<file path="config.mk">
export PLATFORM = sky130hd
export DESIGN_NAME = board_scorer
export DESIGN_NICKNAME = d
export VERILOG_FILES = /design/src/rtl/chess_pkg.sv /design/src/rtl/piece_value.sv /design/src/rtl/board_scorer.sv
export SDC_FILE = /design/constraint.sdc
export NUM_CORES = 1
export LEC_CHECK = 0
export CAP_MARGIN = 20
export CORE_ASPECT_RATIO = 1.5
export CORE_MARGIN = 4
export CORE_UTILIZATION = 40
export DETAILED_ROUTE_END_ITERATION = 8
export GPL_TIMING_DRIVEN = 1
export SYNTH_ARGS = -nofsm -noshare
export SYNTH_HDL_FRONTEND = slang
export SYNTH_SLANG_ARGS = --single-unit
</file>
<file path="constraint.sdc">
create_clock -name clk -period 7.8 [get_ports clk]
set_clock_uncertainty 0.2 [all_clocks]
set_input_delay 0.78 -clock clk [delete_from_list [all_inputs] [get_ports clk]]
set_output_delay 0.78 -clock clk [all_outputs]
set_load 0.03 [all_outputs]
</file>
<file path="src/rtl/chess_pkg.sv">
// Shared definitions for the board scorer: piece codes, material values,
// slave register indices and the scorer FSM state encoding.
package chess_pkg;

   // Piece codes are signed bytes: white positive, black negative.
   localparam logic signed [7:0] EMPTY    = 8'sd0;
   localparam logic signed [7:0] WPAWN0   = 8'sd1;
   localparam logic signed [7:0] WPAWN7   = 8'sd8;
   localparam logic signed [7:0] WROOK0   = 8'sd9;
   localparam logic signed [7:0] WROOK9   = 8'sd18;
   localparam logic signed [7:0] WKNIGHT0 = 8'sd19;
   localparam logic signed [7:0] WKNIGHT9 = 8'sd28;
   localparam logic signed [7:0] WBISHOP0 = 8'sd29;
   localparam logic signed [7:0] WBISHOP9 = 8'sd38;
   localparam logic signed [7:0] WQUEEN0  = 8'sd39;
   localparam logic signed [7:0] WQUEEN8  = 8'sd47;
   localparam logic signed [7:0] WKING    = 8'sd48;
   localparam logic signed [7:0] BPAWN0   = -8'sd1;
   localparam logic signed [7:0] BKING    = -8'sd48;

   // Material values in pawn units (magnitude; sign follows the piece colour).
   localparam logic signed [4:0] VAL_NONE   = 5'sd0;
   localparam logic signed [4:0] VAL_PAWN   = 5'sd1;
   localparam logic signed [4:0] VAL_KNIGHT = 5'sd3;
   localparam logic signed [4:0] VAL_BISHOP = 5'sd3;
   localparam logic signed [4:0] VAL_ROOK   = 5'sd5;
   localparam logic signed [4:0] VAL_QUEEN  = 5'sd9;

   // Slave register indices.
   localparam logic [3:0] REG_CTRL  = 4'd0;
   localparam logic [3:0] REG_BASE  = 4'd1;
   localparam logic [3:0] REG_COUNT = 4'd2;
   localparam logic [3:0] REG_SIDE  = 4'd3;
   localparam logic [3:0] REG_SCORE = 4'd4;
   localparam logic [3:0] REG_INDEX = 4'd5;

   typedef enum logic [2:0] {
      ST_IDLE,
      ST_LOAD,
      ST_REQ,
      ST_WAIT,
      ST_ACC,
      ST_CMP,
      ST_DONE
   } state_t;

endpackage

</file>
<file path="src/rtl/piece_value.sv">
// Combinational piece-code to material-value lookup. Works on the code
// magnitude and re-applies the colour sign, so black pieces score negative.
module piece_value
   import chess_pkg::*;
(
   input  logic signed [7:0] code,
   output logic signed [4:0] value
);

   logic        [7:0] mag;
   logic signed [4:0] mag_val;

   // Magnitude lookup; -128 folds to 128, which lands in the "unknown" range.
   always_comb begin
      mag     = code[7] ? 8'(-code) : 8'(code);
      mag_val = VAL_NONE;
      if (mag >= $unsigned(WPAWN0) && mag <= $unsigned(WPAWN7))
         mag_val = VAL_PAWN;
      else if (mag >= $unsigned(WROOK0) && mag <= $unsigned(WROOK9))
         mag_val = VAL_ROOK;
      else if (mag >= $unsigned(WKNIGHT0) && mag <= $unsigned(WKNIGHT9))
         mag_val = VAL_KNIGHT;
      else if (mag >= $unsigned(WBISHOP0) && mag <= $unsigned(WBISHOP9))
         mag_val = VAL_BISHOP;
      else if (mag >= $unsigned(WQUEEN0) && mag <= $unsigned(WQUEEN8))
         mag_val = VAL_QUEEN;
      value = code[7] ? -mag_val : mag_val;
   end

endmodule

</file>
<file path="src/rtl/board_scorer.sv">
// Board scorer: walks N boards of 64 signed piece bytes in SDRAM one square
// per read, sums material per board and tracks the best board for the side
// to move. Configured and started through a small Avalon slave.
module board_scorer
   import chess_pkg::*;
#(
   parameter int MAX_BOARDS = 64
)
(
   input  logic        clk,
   input  logic        rst,
   output logic        slave_waitrequest,
   input  logic [3:0]  slave_address,
   input  logic        slave_read,
   output logic [31:0] slave_readdata,
   input  logic        slave_write,
   input  logic [31:0] slave_writedata,
   input  logic        master_waitrequest,
   output logic [31:0] master_address,
   output logic        master_read,
   input  logic [31:0] master_readdata,
   input  logic        master_readdatavalid
);

   localparam int CNT_W = $clog2(MAX_BOARDS + 1);
   localparam int IDX_W = (MAX_BOARDS > 1) ? $clog2(MAX_BOARDS) : 1;

   state_t                   state, state_nxt;
   logic        [31:0]       base_addr;
   logic        [CNT_W-1:0]  board_cnt;
   logic        [CNT_W-1:0]  board;
   logic        [5:0]        square;
   logic                     side;
   logic signed [15:0]       acc;
   logic signed [15:0]       best_score;
   logic                     best_valid;
   logic        [IDX_W-1:0]  best_idx;
   logic signed [7:0]        code_q;
   logic signed [4:0]        code_val;
   logic                     start_req;
   logic                     data_in;
   logic                     last_board;
   logic                     better;
   logic                     unused_bits;

   assign unused_bits = ^{master_readdata[31:8], slave_writedata[31:1]};

   piece_value u_piece_value (
      .code  (code_q),
      .value (code_val)
   );

   assign start_req  = slave_write && (slave_address == REG_CTRL);
   // A read completes either in the cycle the request is accepted or later in WAIT.
   assign data_in    = master_readdatavalid &&
                       ((state == ST_WAIT) || (state == ST_REQ && !master_waitrequest));
   assign last_board = ((board + CNT_W'(1)) == board_cnt);
   // Board 0 is always taken; later boards must be strictly better.
   assign better     = !best_valid || (side ? (acc > best_score) : (acc < best_score));

   assign master_read    = (state == ST_REQ);
   assign master_address = base_addr + {{(26 - CNT_W){1'b0}}, board, 6'b0}
                                     + {26'b0, square};

   // State register.
   always_ff @(posedge clk) begin
      if (rst) state <= ST_IDLE;
      else     state <= state_nxt;
   end

   // Next-state logic for the board walk.
   always_comb begin
      state_nxt = state;
      case (state)
         ST_IDLE: if (start_req) state_nxt = ST_LOAD;
         ST_LOAD: state_nxt = (board_cnt == '0) ? ST_DONE : ST_REQ;
         ST_REQ:  if (!master_waitrequest)
                     state_nxt = master_readdatavalid ? ST_ACC : ST_WAIT;
         ST_WAIT: if (master_readdatavalid) state_nxt = ST_ACC;
         ST_ACC:  state_nxt = (square == 6'd63) ? ST_CMP : ST_REQ;
         ST_CMP:  state_nxt = last_board ? ST_DONE : ST_REQ;
         ST_DONE: state_nxt = ST_IDLE;
         default: state_nxt = ST_IDLE;
      endcase
   end

   // Configuration, counters and best-board tracking.
   always_ff @(posedge clk) begin
      if (rst) begin
         base_addr  <= '0;
         board_cnt  <= '0;
         side       <= 1'b0;
         board      <= '0;
         square     <= '0;
         best_score <= '0;
         best_valid <= 1'b0;
         best_idx   <= '0;
      end else begin
         case (state)
            ST_IDLE: if (slave_write) begin
               case (slave_address)
                  REG_BASE:  base_addr <= slave_writedata;
                  REG_COUNT: board_cnt <= (slave_writedata > 32'(MAX_BOARDS))
                                          ? CNT_W'(MAX_BOARDS)
                                          : slave_writedata[CNT_W-1:0];
                  REG_SIDE:  side      <= slave_writedata[0];
                  default: ;
               endcase
            end
            ST_LOAD: begin
               board      <= '0;
               square     <= '0;
               best_score <= '0;
               best_valid <= 1'b0;
            end
            ST_ACC:  square <= square + 6'd1;
            ST_CMP: begin
               if (better) begin
                  best_score <= acc;
                  best_valid <= 1'b1;
                  best_idx   <= board[IDX_W-1:0];
               end
               board <= board + CNT_W'(1);
            end
            default: ;
         endcase
      end
   end

   // Read-data capture and per-board material accumulation.
   always_ff @(posedge clk) begin
      if (data_in) code_q <= $signed(master_readdata[7:0]);
      case (state)
         ST_LOAD: acc <= '0;
         ST_ACC:  acc <= acc + $signed({{11{code_val[4]}}, code_val});
         ST_CMP:  acc <= '0;
         default: ;
      endcase
   end

   // Slave read mux; status reads stall while a scoring run is in progress.
   always_comb begin
      slave_waitrequest = slave_read && (slave_address == REG_CTRL) && (state != ST_IDLE);
      slave_readdata    = '0;
      if (slave_read) begin
         case (slave_address)
            REG_CTRL:  slave_readdata = 32'd1;
            REG_SCORE: slave_readdata = {{16{best_score[15]}}, best_score};
            REG_INDEX: slave_readdata = best_valid ? 32'(best_idx) : 32'hFFFF_FFFF;
            default:   slave_readdata = '0;
         endcase
      end
   end

endmodule

</file>
== Word level (Yosys, flattened, before mapping) ==
Index checks and enable logic that the tools add are counted.
Word-level totals
  flip-flop bits (word level): 103
  output and inout bits: 66
  word-level logic and storage cells: 102
Operators by class
  add/subtract/negate cells: 7
  order comparisons: 13
  equal/unequal tests: 16
  muxes and demuxes: 27
  reduce and logical (&&, ||, !) cells: 28
Operators by type and width (count)
  one-hot mux 32 bit (3 select lines): 1
  two-way mux 32 bit: 2
  one-hot mux 16 bit (2 select lines): 2
  adder 32 x 13 -> 32 bit: 1
  adder 32 x 6 -> 32 bit: 1
  > comparator 32 x 7 -> 1 bit, second input constant: 1
  two-way mux 5 bit: 5
  two-way mux 3 bit: 7
  one-hot mux 3 bit (6 select lines): 1
  adder 16 x 5 -> 16 bit: 1
  greater-or-equal comparator 8 x 5 -> 1 bit, second input constant: 2
  > comparator 16 bit: 1
  <= comparator 8 x 5 -> 1 bit, second input constant: 2
  <= comparator 8 x 6 -> 1 bit, second input constant: 2
  < comparator 16 bit: 1
  two-way mux 16 bit: 1
  one-hot mux 7 bit (2 select lines): 1
  one-hot mux 6 bit (2 select lines): 1
  AND reduction 3 bit: 4
  logical AND 1 bit: 10
  equality test 4 x 2 -> 1 bit, second input constant: 2
  equality test 4 x 3 -> 1 bit, second input constant: 2
  greater-or-equal comparator 8 x 1 -> 1 bit, second input constant: 1
  greater-or-equal comparator 8 x 4 -> 1 bit, second input constant: 1
  other kinds (27): 38

== Depth between registers and ports, before layout ==
Gate-level depths: netlist of the first run.
  word-level depth: 13
  mapped depth: 21
  depth with buffers taken out: 20

== Modules after synthesis ==
Synthesis of the first run repeated with hierarchy kept, for this count alone.
Second synthesis, totals
  cell total of the unflattened synthesis: 876
  area total of the unflattened synthesis: 7103.1 µm²
By module, submodules not included
  board_scorer: times used 1, cells each 820, area an instance 6682.7 µm²
  piece_value: times used 1, cells each 56, area an instance 420.4 µm²

== Worst setup path before layout of the first run ==
No wires, ideal clock.
  path type: register to register
  start: reg code_q[0]
  end: reg acc[15], data pin
  library setup time: 0.262 ns
  data arrival time: 4.291 ns
  setup slack: 3.047 ns
  cell stages (with the launch flop): 21
  buffers on the path: 1
  clock period less this slack: 4.753 ns
  cells stage by stage: edfxtp_1 -> clkbuf_1 -> inv_1 -> ha_1 -> or4bb_1 -> o211a_1 -> a21oi_1 -> mux2i_1 -> o21ai_0 -> o21ai_0 -> and2_1 -> ha_1 -> a31oi_2 -> ha_1 -> a2111oi_0 -> o211ai_1 -> nand4_1 -> a21oi_1 -> a31oi_1 -> or2_2 -> mux2i_1
On the way
  longest elaborated chain between the ends: 13
  elaborated cells between the ends (all ways): 26
RTL lines
  from (decl): RTL line board_scorer.sv:38  | logic signed [7:0] code_q;
  from (signal assigned): RTL line board_scorer.sv:132  | if (data_in) code_q <= $signed(master_readdata[7:0]);
  negator 8 bit: RTL line piece_value.sv:15  | mag = code[7] ? 8'(-code) : 8'(code);
  two-way mux 8 bit *: RTL line piece_value.sv:15
  greater-or-equal comparator 8 x 6 -> 1 bit / <= comparator 8 x 6 -> 1 bit (equally long branches): RTL line piece_value.sv:25  | else if (mag >= $unsigned(WQUEEN0) && mag <= $unsigned(WQUEEN8))
  logical AND 1 bit: RTL line piece_value.sv:25
  two-way mux 4 bit: RTL line piece_value.sv:25
  two-way mux 5 bit: RTL line piece_value.sv:23  | else if (mag >= $unsigned(WBISHOP0) && mag <= $unsigned(WBISHOP9))
  two-way mux 5 bit: RTL line piece_value.sv:21  | else if (mag >= $unsigned(WKNIGHT0) && mag <= $unsigned(WKNIGHT9))
  two-way mux 5 bit: RTL line piece_value.sv:19  | else if (mag >= $unsigned(WROOK0) && mag <= $unsigned(WROOK9))
  two-way mux 5 bit *: RTL line piece_value.sv:17  | if (mag >= $unsigned(WPAWN0) && mag <= $unsigned(WPAWN7))
  negator 5 bit: RTL line piece_value.sv:27  | value = code[7] ? -mag_val : mag_val;
  two-way mux 5 bit *: RTL line piece_value.sv:27
  adder 16 x 5 -> 16 bit *: RTL line board_scorer.sv:135  | ST_ACC: acc <= acc + $signed({{11{code_val[4]}}, code_val});
  one-hot mux 16 bit (2 select lines) *: RTL line board_scorer.sv:133  | case (state)
  to (signal assigned): RTL line board_scorer.sv:135
  to (decl): RTL line board_scorer.sv:34  | logic signed [15:0] acc;
Mark *: on every way between the ends. The rest lies on a longest branch, timed or not.
A chain may end at the register's enable or synchronous reset.

== Worst setup path after layout of the first run ==
Same ends and word-level chain as after synthesis.

==> impl_metrics.ini, run 1 <==
[synthesis]
synth_cell_types = 72
synth.net_count = 987
async_flop_share_pct = 0
synth.avg_cell_area_sq_um = 8.13
ys_ff_latch = 103
synth_top_flop_cell = sky130_fd_sc_hd__dfxtp_1
synth_edf_count = 24
synth_warnings = 0
synthCells = 862
yosysSeqAreaShare_pct = 32.8
synthesis.area_sq_mm = 0.00701

[critical_path]
timing.critical_path.required_ps = 7690
worst_ep_arrival_time_ps = 5720
critPathLaunchType = register
r2r-end = acc[15]
r2r-start = code_q[0]
worstRegToRegCells = 19
setup.worst_path.class = register to register
timing.reg2reg.setup_slack_ps = 1970
cp-end-kind = register
timing.critical_path.from = code_q[0]
critPathCapture = acc[15]
crit_fanout = 12

[power]
netSwitchingFraction_pct = 23.1
internal-power_mw = 0.838
ir_drop_uv = 89.8
power.net_switching_mw = 0.252
cellLeakagePower_nw = 3.05
power_density_mw_per_mm2 = 128
final_total_pwr_mw = 1.09
portion_of_total_power_attributed_to_combinational_logic_pct = 7.9
p_clk_share_pct = 41.3
sequentialPowerShare_pct = 50.8

[timing]
finalWorstSetupSlack_ps = 1970
tns_ps = 0
max_clock_freq_mhz = 172
max_slew_margin_pct = 27.6
fin_crit_sh_pct = 74.7
rsz0062_at_grt = no
finalCriticalPeriod_ps = 5830
max_transition_viols_final = 0
holdWs_ps = 250
timing.final.hold_violations = 0
finalSetupViolCount = 0
slew_at_the_pin_closest_to_its_max_slew_limit_ps = 1080

[floorplanning]
ioPinCount = 140
chipHeight_um = 170
dieArea_sq_mm = 0.0197
num_rows = 59
fp.coreArea_sq_mm = 0.0173
die-width_um = 116
initial_core_util_pct = 40.6

[drt]
avgViaCountPerCell = 5.41
drt.antenna.violating_nets = 0
route.vias.total = 6270
drt_drc_violations_left = 0
routed_wirelength_um = 17900
firstDrtPassIters = 5
drt_iter0_drc = 263
wl_per_cell_um = 15.5

[cells_and_area]
final_cell_area_excluding_filler_cells_sq_mm = 0.00848
final_net_count = 1066
layout-drive-gt1-share_pct = 4.33
layout.area.seq_sq_mm = 0.00230
areaGrowthSynthToFinish_pct = 21.0
multi_input_comb_area_sq_mm = 0.00428
diodes = 0
num-fill-cells = 1759

[min_path]
min-delay-path-class = register to register

[global_route]
grt_pass1_vias = 6041
number_of_antenna_violations_at_the_first_check_in_global_routing = 0
grt_first_pass_wirelength_um = 29000
global_route.usage.total_pct = 18.2
grt_overflow = 0
grt_max_degree = 61

[flow_run]
maxCapViolations = 0

[run_status]
outcome = complete, no violations

[clocking]
cts_repair_resize_count = 0
cts-hold-fix-buffers = 0
clkLatencyLatePin_ps = 340
cts_setup_buffers = 0
cts_tree = yes
htree_num_levels = 3
clock_tree.buffer_depth = 2
clockRootBuffer = sky130_fd_sc_hd__clkbuf_16
cts.sinks = 103
clk_transition_reported_paths_ps = 70
cts_buffer_count = 9

[placement]
place.gp.congestion = 0.839
detailedPlace.worstSlack_ps = 2080
portBuffers = 115
hpwl_um = 13500
postPlaceCellArea_sq_mm = 0.00818
[stage by stage]
stage          instances  util (%)
2_1_floorplan        862         -
3_5_place_dp        1142      47.3
6_report            1159      49.1
5_1_grt             1159      49.1
3_3_place_gp        1142      47.3
4_1_cts             1158      49.0
[cells in the final DEF, fill, tap and decap left out, drive strengths merged, types with 8 or more instances in the layout]
cell type      count
nor3              16
o21ai             34
nor2              79
nor4              11
nand2b            16
ha                49
edfxtp            24
nor2b              8
a21o              11
xnor2             39
a22o              17
a21oi             91
a22oi              9
nand2            122
o211ai            10
dfxtp             79
nand3             20
inv               37
nand4             12
clkbuf            11
a31oi              9
clkdlybuf4s50    114
xor2              17
[cells by family (layout without fill, tap and decap cells)]
| logic type | after synthesis | after routing | synth area share (%) |
|---|---|---|---|
| simple gates | 321 | 321 | 22.0 |
| compound gates | 232 | 232 | 21.7 |
| flops | 103 | 103 | 32.8 |
| buf+inv | 92 | 176 | 6.09 |
| xor+xnor | 56 | 56 | 7.00 |
| fa+ha+maj | 51 | 51 | 9.32 |
| mux | 7 | 7 | 1.02 |
[flip-flops by register name, summed over array words and instances (netlist names)]
name,cells
board,7
code_q,8
board_cnt,7
base_addr,32
side,1
best_score,16
state,3
acc,16
square,6
best_valid,1
best_idx,6
[worst min path at each step]
stage,start,to,slack [ps],cells after the start
CTS,best_idx[3],best_idx[3],250,2
floorplan,best_idx[0],best_idx[0],220,2
global placement,best_idx[0],best_idx[0],230,2
detailed placement,best_idx[3],best_idx[3],240,2
global route,best_idx[4],best_idx[4],280,2
finish,best_idx[5],best_idx[5],250,2
[routing by layer]
metal / share of wire, % / routed length (um) / vias to the layer above / GRT usage [%]
met1: 41 / 7320 / 2914 / 21.0
met2: 54 / 9610 / 122 / 34.3
met3: 4.0 / 721 / 19 / 2.45
met5: 0 / 0 / - / 0
li1: - / - / 3215 / -
met4: 1.6 / 285 / 0 / 5.05
[synth_stat cells, drive strengths merged (8+ instances only)]
| master | instances | share of area, % |
|---|---|---|
| a21o | 11 | 1.2 |
| a21oi | 91 | 6.7 |
| a22o | 17 | 2.1 |
| a22oi | 9 | 0.96 |
| a31oi | 9 | 0.89 |
| buf | 26 | 2.6 |
| clkbuf | 26 | 1.4 |
| dfxtp | 79 | 23 |
| edfxtp | 24 | 10 |
| ha | 49 | 8.7 |
| inv | 37 | 2.0 |
| nand2 | 122 | 6.5 |
| nand2b | 16 | 1.4 |
| nand3 | 20 | 1.4 |
| nand4 | 12 | 1.1 |
| nor2 | 79 | 4.2 |
| nor2b | 8 | 0.71 |
| nor3 | 16 | 1.1 |
| nor4 | 11 | 0.98 |
| o211ai | 10 | 1.1 |
| o21ai | 34 | 2.5 |
| xnor2 | 39 | 4.9 |
| xor2 | 17 | 2.1 |
[power by group through the flow]
stage | sequential [mW] | combinational [mW] | clock, mW
detailed placement | 0.566 | 0.0865 | 0
global route | 0.554 | 0.0941 | 0.483
finish | 0.553 | 0.0866 | 0.450
global placement | 0.565 | 0.0861 | 0
floorplan | 0.563 | 0.0411 | 0
CTS | 0.553 | 0.0868 | 0.464
[worst max-delay path, cell delays in order, from the launching register on]
cell	delay, ps
sky130_fd_sc_hd__edfxtp_1	510
sky130_fd_sc_hd__inv_1	150
sky130_fd_sc_hd__ha_1	320
sky130_fd_sc_hd__or4bb_1	570
sky130_fd_sc_hd__o211a_1	190
sky130_fd_sc_hd__a21oi_1	140
sky130_fd_sc_hd__mux2i_1	80
sky130_fd_sc_hd__o21ai_0	210
sky130_fd_sc_hd__o21ai_0	190
sky130_fd_sc_hd__and2_1	200
sky130_fd_sc_hd__ha_1	200
sky130_fd_sc_hd__a31oi_2	600
sky130_fd_sc_hd__ha_1	420
sky130_fd_sc_hd__a2111oi_0	570
sky130_fd_sc_hd__o211ai_1	280
sky130_fd_sc_hd__nand4_1	190
sky130_fd_sc_hd__a21oi_1	120
sky130_fd_sc_hd__a31oi_1	220
sky130_fd_sc_hd__or2_2	140
sky130_fd_sc_hd__mux2i_1	50
[area by class of cell]
| cell class | instances | share of cell area [%] |
|---|---|---|
| flip-flops and latches | 103 | 27.1 |
| repair buffers | 120 | 14.0 |
| inverters | 40 | 1.77 |
| multi-input cells | 667 | 50.5 |
| clock buffers | 10 | 2.70 |
| well taps | 213 | 3.14 |
| clock inverters | 6 | 0.737 |
(Power assumes the default switching activity.)
==> inputs of run 2 (changes only) <==
- PLACE_DENSITY: default -> 0.67
- clock period: 7.8 -> 5.3 ns (I/O delays scaled with it)
==> run 2 against run 1 <==
Against the previous run:
- non-clock buffer count increased by 7
- hold slack improved by 1.4 ps
- setup slack got worse by 1600 ps
- critical path depth unchanged
- combinational power increased by 47%
- sequential share of layout area decreased by 0.18 points
- register-to-register slack got worse by 1600 ps
- routed wire length decreased by 0.83%
- final cell count increased by 0.60%
- maximum frequency increased by 17%
- via count increased by 1.0%
- global-route usage decreased by 0.22 points
- critical path type unchanged
- largest power group unchanged
==> impl_metrics.ini, run 2 (synthesis gave the netlist of run 1 again) <==
[run_status]
outcome = complete, no violations

[drt]
route.vias.total = 6334
drt_iter0_drc = 269
drt.antenna.violating_nets = 0
routed_wirelength_um = 17800
wl_per_cell_um = 15.3
drt_drc_violations_left = 0
avgViaCountPerCell = 5.43
firstDrtPassIters = 5

[cells_and_area]
areaGrowthSynthToFinish_pct = 21.8
final_net_count = 1073
most_common_cell_after_layout_fill_and_taps_aside = sky130_fd_sc_hd__nand2_1
layout.cells.most_common_list = sky130_fd_sc_hd__nand2_1 (122), sky130_fd_sc_hd__clkdlybuf4s50_1 (114), sky130_fd_sc_hd__a21oi_1 (90), sky130_fd_sc_hd__dfxtp_1 (79), sky130_fd_sc_hd__nor2_1 (78)
largest_register_ffs = 32
fin_util_pct = 49.4
largest_register = base_addr
diodes = 0
layout-drive-gt1-share_pct = 5.25
registers_with_the_most_flip_flops = base_addr (32), acc (16), best_score (16)

[critical_path]
cp_peak_stage_delay_ps = 550
setup.worst_path.class = register to register
cp-end-kind = register
timing.critical_path.required_ps = 5210
crit_slowest_cell = sky130_fd_sc_hd__a2111oi_0
critPathLaunchType = register
worst_path_most_repeated_cell = sky130_fd_sc_hd__ha_1
crit_fanout = 6
worst_ep_arrival_time_ps = 4880
timing.reg2reg.setup_slack_ps = 330
r2r-start = code_q[1]
cp_cell_sequence = inv_1 > ha_1 > or4bb_1 > o211a_1 > a21oi_1 > mux2i_1 > o21ai_0 > o21ai_0 > and2_1 > ha_1 > a31oi_2 > ha_1 > a2111oi_0 > o211ai_1 > nand4_1 > a21oi_1 > a31oi_1 > or2_2 > mux2i_1
worstRegToRegCells = 19
r2r-end = acc[15]

[global_route]
grt_first_pass_wirelength_um = 28600
global_route.usage.total_pct = 17.9
grt_max_degree = 60
grt_pass1_vias = 6066
grt_overflow = 0
groute.layer.met3.usage_pct = 2.95
use_met1_pct = 20.4
grt.met2_usage_pct = 33.5
grt_busiest_layer = met2
number_of_antenna_violations_at_the_first_check_in_global_routing = 0

[clocking]
htree_num_levels = 3
cts-hold-fix-buffers = 0
cts.sinks = 103
clockRootBuffer = sky130_fd_sc_hd__clkbuf_16
clk_transition_reported_paths_ps = 70
cts_setup_buffers = 0
clock_tree.buffer_depth = 2
cts_buffer_count = 9
cts_repair_resize_count = 0
cts_tree = yes
clkLatencyLatePin_ps = 360

[timing]
finalSetupViolCount = 0
max_clock_freq_mhz = 201
fin_crit_sh_pct = 93.8
max_slew_margin_pct = 29.4
rsz0062_at_grt = no
timing.final.hold_violations = 0
tns_ps = 0
max_transition_viols_final = 0
finalCriticalPeriod_ps = 4970
slew_at_the_pin_closest_to_its_max_slew_limit_ps = 1060

[power]
sequentialPowerShare_pct = 49.8
cellLeakagePower_nw = 3.10
portion_of_total_power_attributed_to_combinational_logic_pct = 7.8
netSwitchingFraction_pct = 24.1
p_clk_share_pct = 42.4
internal-power_mw = 1.24
power_density_mw_per_mm2 = 191
ir_drop_uv = 142
power.net_switching_mw = 0.394

[floorplanning]
ioPinCount = 140
chipHeight_um = 170
fp.coreArea_sq_mm = 0.0173
initial_core_util_pct = 40.6
num_rows = 59
dieArea_sq_mm = 0.0197
die-width_um = 116

[placement]
hpwl_um = 13600
place.gp.congestion = 0.832
portBuffers = 115

[min_path]
min-delay-path-class = register to register
hold-path-endpoint = best_idx[0]
whs_path_depth = 2
hold_path_startpoint = best_idx[0]

[flow_run]
maxCapViolations = 0
## run 2: how the worst max path moves through the flow
stage          startpoint       to  cells past startpoint
4_1_cts         code_q[1]  acc[15]                     19
3_5_place_dp    code_q[1]  acc[15]                     19
2_1_floorplan   code_q[0]  acc[15]                     20
5_1_grt         code_q[1]   acc[7]                     20
6_report        code_q[1]  acc[15]                     19
3_3_place_gp    code_q[1]  acc[15]                     19
## run 2: cell type report
class / count / area, sq um
Clock inverter: 7 / 77.6
Fill cell: 1705 / 8730
Timing Repair Buffer: 127 / 1240
Sequential cell: 103 / 2300
Inverter: 40 / 150
Tap cell: 213 / 267
Multi-Input combinational cell: 667 / 4280
Clock buffer: 9 / 225
## run 2: layer usage
metal / wire length (um) / share of wire [%]
met1: 7490 / 42
met2: 9210 / 52
met4: 378 / 2.1
met3: 709 / 4.0
met5: 0 / 0
## run 2: power groups by stage
stage | combinational (mW) | sequential [mW] | clock, mW
after floorplan | 0.0605 | 0.829 | 0
after global placement | 0.126 | 0.832 | 0
after detailed placement | 0.126 | 0.832 | 0
after CTS | 0.127 | 0.814 | 0.706
after global routing | 0.137 | 0.815 | 0.743
final | 0.127 | 0.814 | 0.693
## run 2: critical path, delay by kind of cell (launching register included)
family	cells	cell delay (ps)
buffers and inverters	1	120
flip-flops	1	490
AO/OA/AOI/OAI	9	2060
AND/OR/NAND/NOR	4	1040
adder cells (fa/ha/maj)	3	690
multiplexers	2	130
## run 2: per-stage QoR
step | power [mW] | std cells | instance area (sq um) | hold slack [ps] | worst slack, ps
after floorplan | 0.890 | 862 | 7010 | 224 | 547
after global placement | 0.958 | 1149 | 8230 | 237 | 391
after detailed placement | 0.958 | 1149 | 8230 | 246 | 414
after CTS | 1.65 | 1165 | 8530 | 256 | 368
after global routing | 1.69 | 1166 | 8540 | 282 | 20.0
final | 1.63 | 1166 | 8540 | 251 | 328
==> inputs of run 3 (changes only) <==
- SETUP_SLACK_MARGIN: default -> 0.3
==> run 3 against run 2 <==
Against the previous run:
- global-route usage did not move
- core utilization grew 0.35 points
- clock power about the same
- die area stayed put
- routed wire length increased by 0.16%
- maximum frequency grew 4.9%
- largest cell class unchanged
- via count decreased by 0.19%
- critical path depth unchanged
- count of clock-buffer cells in the layout unchanged
- sequential cell count unchanged
- final cell count up 0.26%
- critical endpoint unchanged
- first-iteration DRC count grew 8.9%
==> impl_metrics.ini, run 3 (synthesis gave the netlist of run 1 again) <==
[timing]
rsz0062_at_grt = yes
tns_ps = 0
fin_crit_sh_pct = 89.5
finalSetupViolCount = 0
max_transition_viols_final = 0
max_slew_margin_pct = 28.8
slew_at_the_pin_closest_to_its_max_slew_limit_ps = 1070
max_clock_freq_mhz = 211
timing.final.hold_violations = 0
finalCriticalPeriod_ps = 4740

[cells_and_area]
areaGrowthSynthToFinish_pct = 22.7
diodes = 0
registers_with_the_most_flip_flops = base_addr (32), acc (16), best_score (16)
layout-drive-gt1-share_pct = 6.49
layout.cells.most_common_list = sky130_fd_sc_hd__nand2_1 (122), sky130_fd_sc_hd__clkdlybuf4s50_1 (114), sky130_fd_sc_hd__a21oi_1 (89), sky130_fd_sc_hd__dfxtp_1 (79), sky130_fd_sc_hd__nor2_1 (78)
largest_register = base_addr
multi_input_comb_area_sq_mm = 0.00432
final_net_count = 1076
most_common_cell_after_layout_fill_and_taps_aside = sky130_fd_sc_hd__nand2_1
largest_register_ffs = 32
layout.area.seq_sq_mm = 0.00230
num-fill-cells = 1697

[floorplanning]
ioPinCount = 140
num_rows = 59
dieArea_sq_mm = 0.0197
initial_core_util_pct = 40.6
die-width_um = 116
chipHeight_um = 170
fp.coreArea_sq_mm = 0.0173

[clocking]
clkLatencyLatePin_ps = 350
cts_buffer_count = 9
cts_tree = yes
cts.sinks = 103
htree_num_levels = 3
clk_transition_reported_paths_ps = 70
clock_tree.buffer_depth = 2
clockRootBuffer = sky130_fd_sc_hd__clkbuf_16

[drt]
routed_wirelength_um = 17800
avgViaCountPerCell = 5.41
firstDrtPassIters = 4
drt_drc_violations_left = 0
route.vias.total = 6322
drt_iter0_drc = 293
wl_per_cell_um = 15.2
drt.antenna.violating_nets = 0

[power]
power_density_mw_per_mm2 = 190
final_total_pwr_mw = 1.64
ir_drop_uv = 141
cellLeakagePower_nw = 3.11

[critical_path]
timing.critical_path.required_ps = 5200
critPathLaunchType = register
worst_ep_arrival_time_ps = 4640
crit_fanout = 6
setup.worst_path.class = register to register
cp-end-kind = register

[global_route]
grt_first_pass_wirelength_um = 28600
grt_max_degree = 60
number_of_antenna_violations_at_the_first_check_in_global_routing = 0
grt_overflow = 0
grt_pass1_vias = 6066
global_route.usage.total_pct = 17.9

[run_status]
outcome = complete, no violations

[placement]
hpwl_um = 13600
portBuffers = 115
place.gp.congestion = 0.832

[min_path]
min-delay-path-class = register to register

[flow_run]
maxCapViolations = 0
[run 3: worst max-delay path: stages, from the launching register on]
cell and delay, ps:
sky130_fd_sc_hd__edfxtp_1 470, sky130_fd_sc_hd__inv_1 110, sky130_fd_sc_hd__ha_1 170, sky130_fd_sc_hd__or4bb_1 520, sky130_fd_sc_hd__o211a_1 180, sky130_fd_sc_hd__a21oi_1 140
sky130_fd_sc_hd__mux2i_1 80, sky130_fd_sc_hd__o21ai_1 160, sky130_fd_sc_hd__o21ai_0 160, sky130_fd_sc_hd__and2_1 200, sky130_fd_sc_hd__ha_1 200, sky130_fd_sc_hd__a31oi_2 250
sky130_fd_sc_hd__ha_1 350, sky130_fd_sc_hd__a2111oi_2 420, sky130_fd_sc_hd__o211ai_1 220, sky130_fd_sc_hd__nand4_1 180, sky130_fd_sc_hd__a21oi_2 90, sky130_fd_sc_hd__a31oi_1 220
sky130_fd_sc_hd__or2_2 140, sky130_fd_sc_hd__mux2i_1 60
[run 3: final timing paths]
kind | start | endpoint | slack [ps] | cells after the start
setup / recovery | code_q[1] | acc[15] | 560 | 19
hold / removal | best_idx[0] | best_idx[0] | 250 | 2
hold reg to reg | best_idx[0] | best_idx[0] | 250 | 2
setup reg to reg | code_q[1] | acc[15] | 560 | 19
[run 3: report_power, final]
| part | internal [mW] | switching (mW) | leakage [nW] |
|---|---|---|---|
| combinational | 0.0608 | 0.0664 | 2.11 |
| clock | 0.372 | 0.322 | 0.147 |
| sequential | 0.807 | 0.00670 | 0.853 |
| total | 1.24 | 0.395 | 3.11 |
[run 3: repair_timing]
action                     in CTS  in global routing
resized for setup               0                 12
hold buffers                    0                  0
setup buffers                   0                  3
setup endpoints to repair       0                 10
[run 3: cell type report]
class | instances | area share (%)
well taps | 213 | 3.10
repair buffers | 130 | 14.7
inverters | 40 | 1.75
clock inverters | 7 | 0.902
flip-flops and latches | 103 | 26.8
multi-input cells | 667 | 50.2
clock buffers | 9 | 2.62
[run 3: stage by stage]
stage / instances / cell area [sq um] / hold slack (ps) / setup slack (ps) / util, %
floorplan: 862 / 7010 / 224 / 547 / -
global placement: 1149 / 8230 / 237 / 391 / 47.6
detailed placement: 1149 / 8230 / 246 / 414 / 47.6
CTS: 1165 / 8530 / 256 / 368 / 49.4
global route: 1169 / 8600 / 282 / 271 / 49.8
finish: 1169 / 8600 / 253 / 558 / 49.8
[run 3: metal layers]
metal,share of wire (%),global-route usage [%]
met2,52,33.5
met5,0,0
met3,3.7,2.95
met4,2.0,5.86
met1,42,20.4
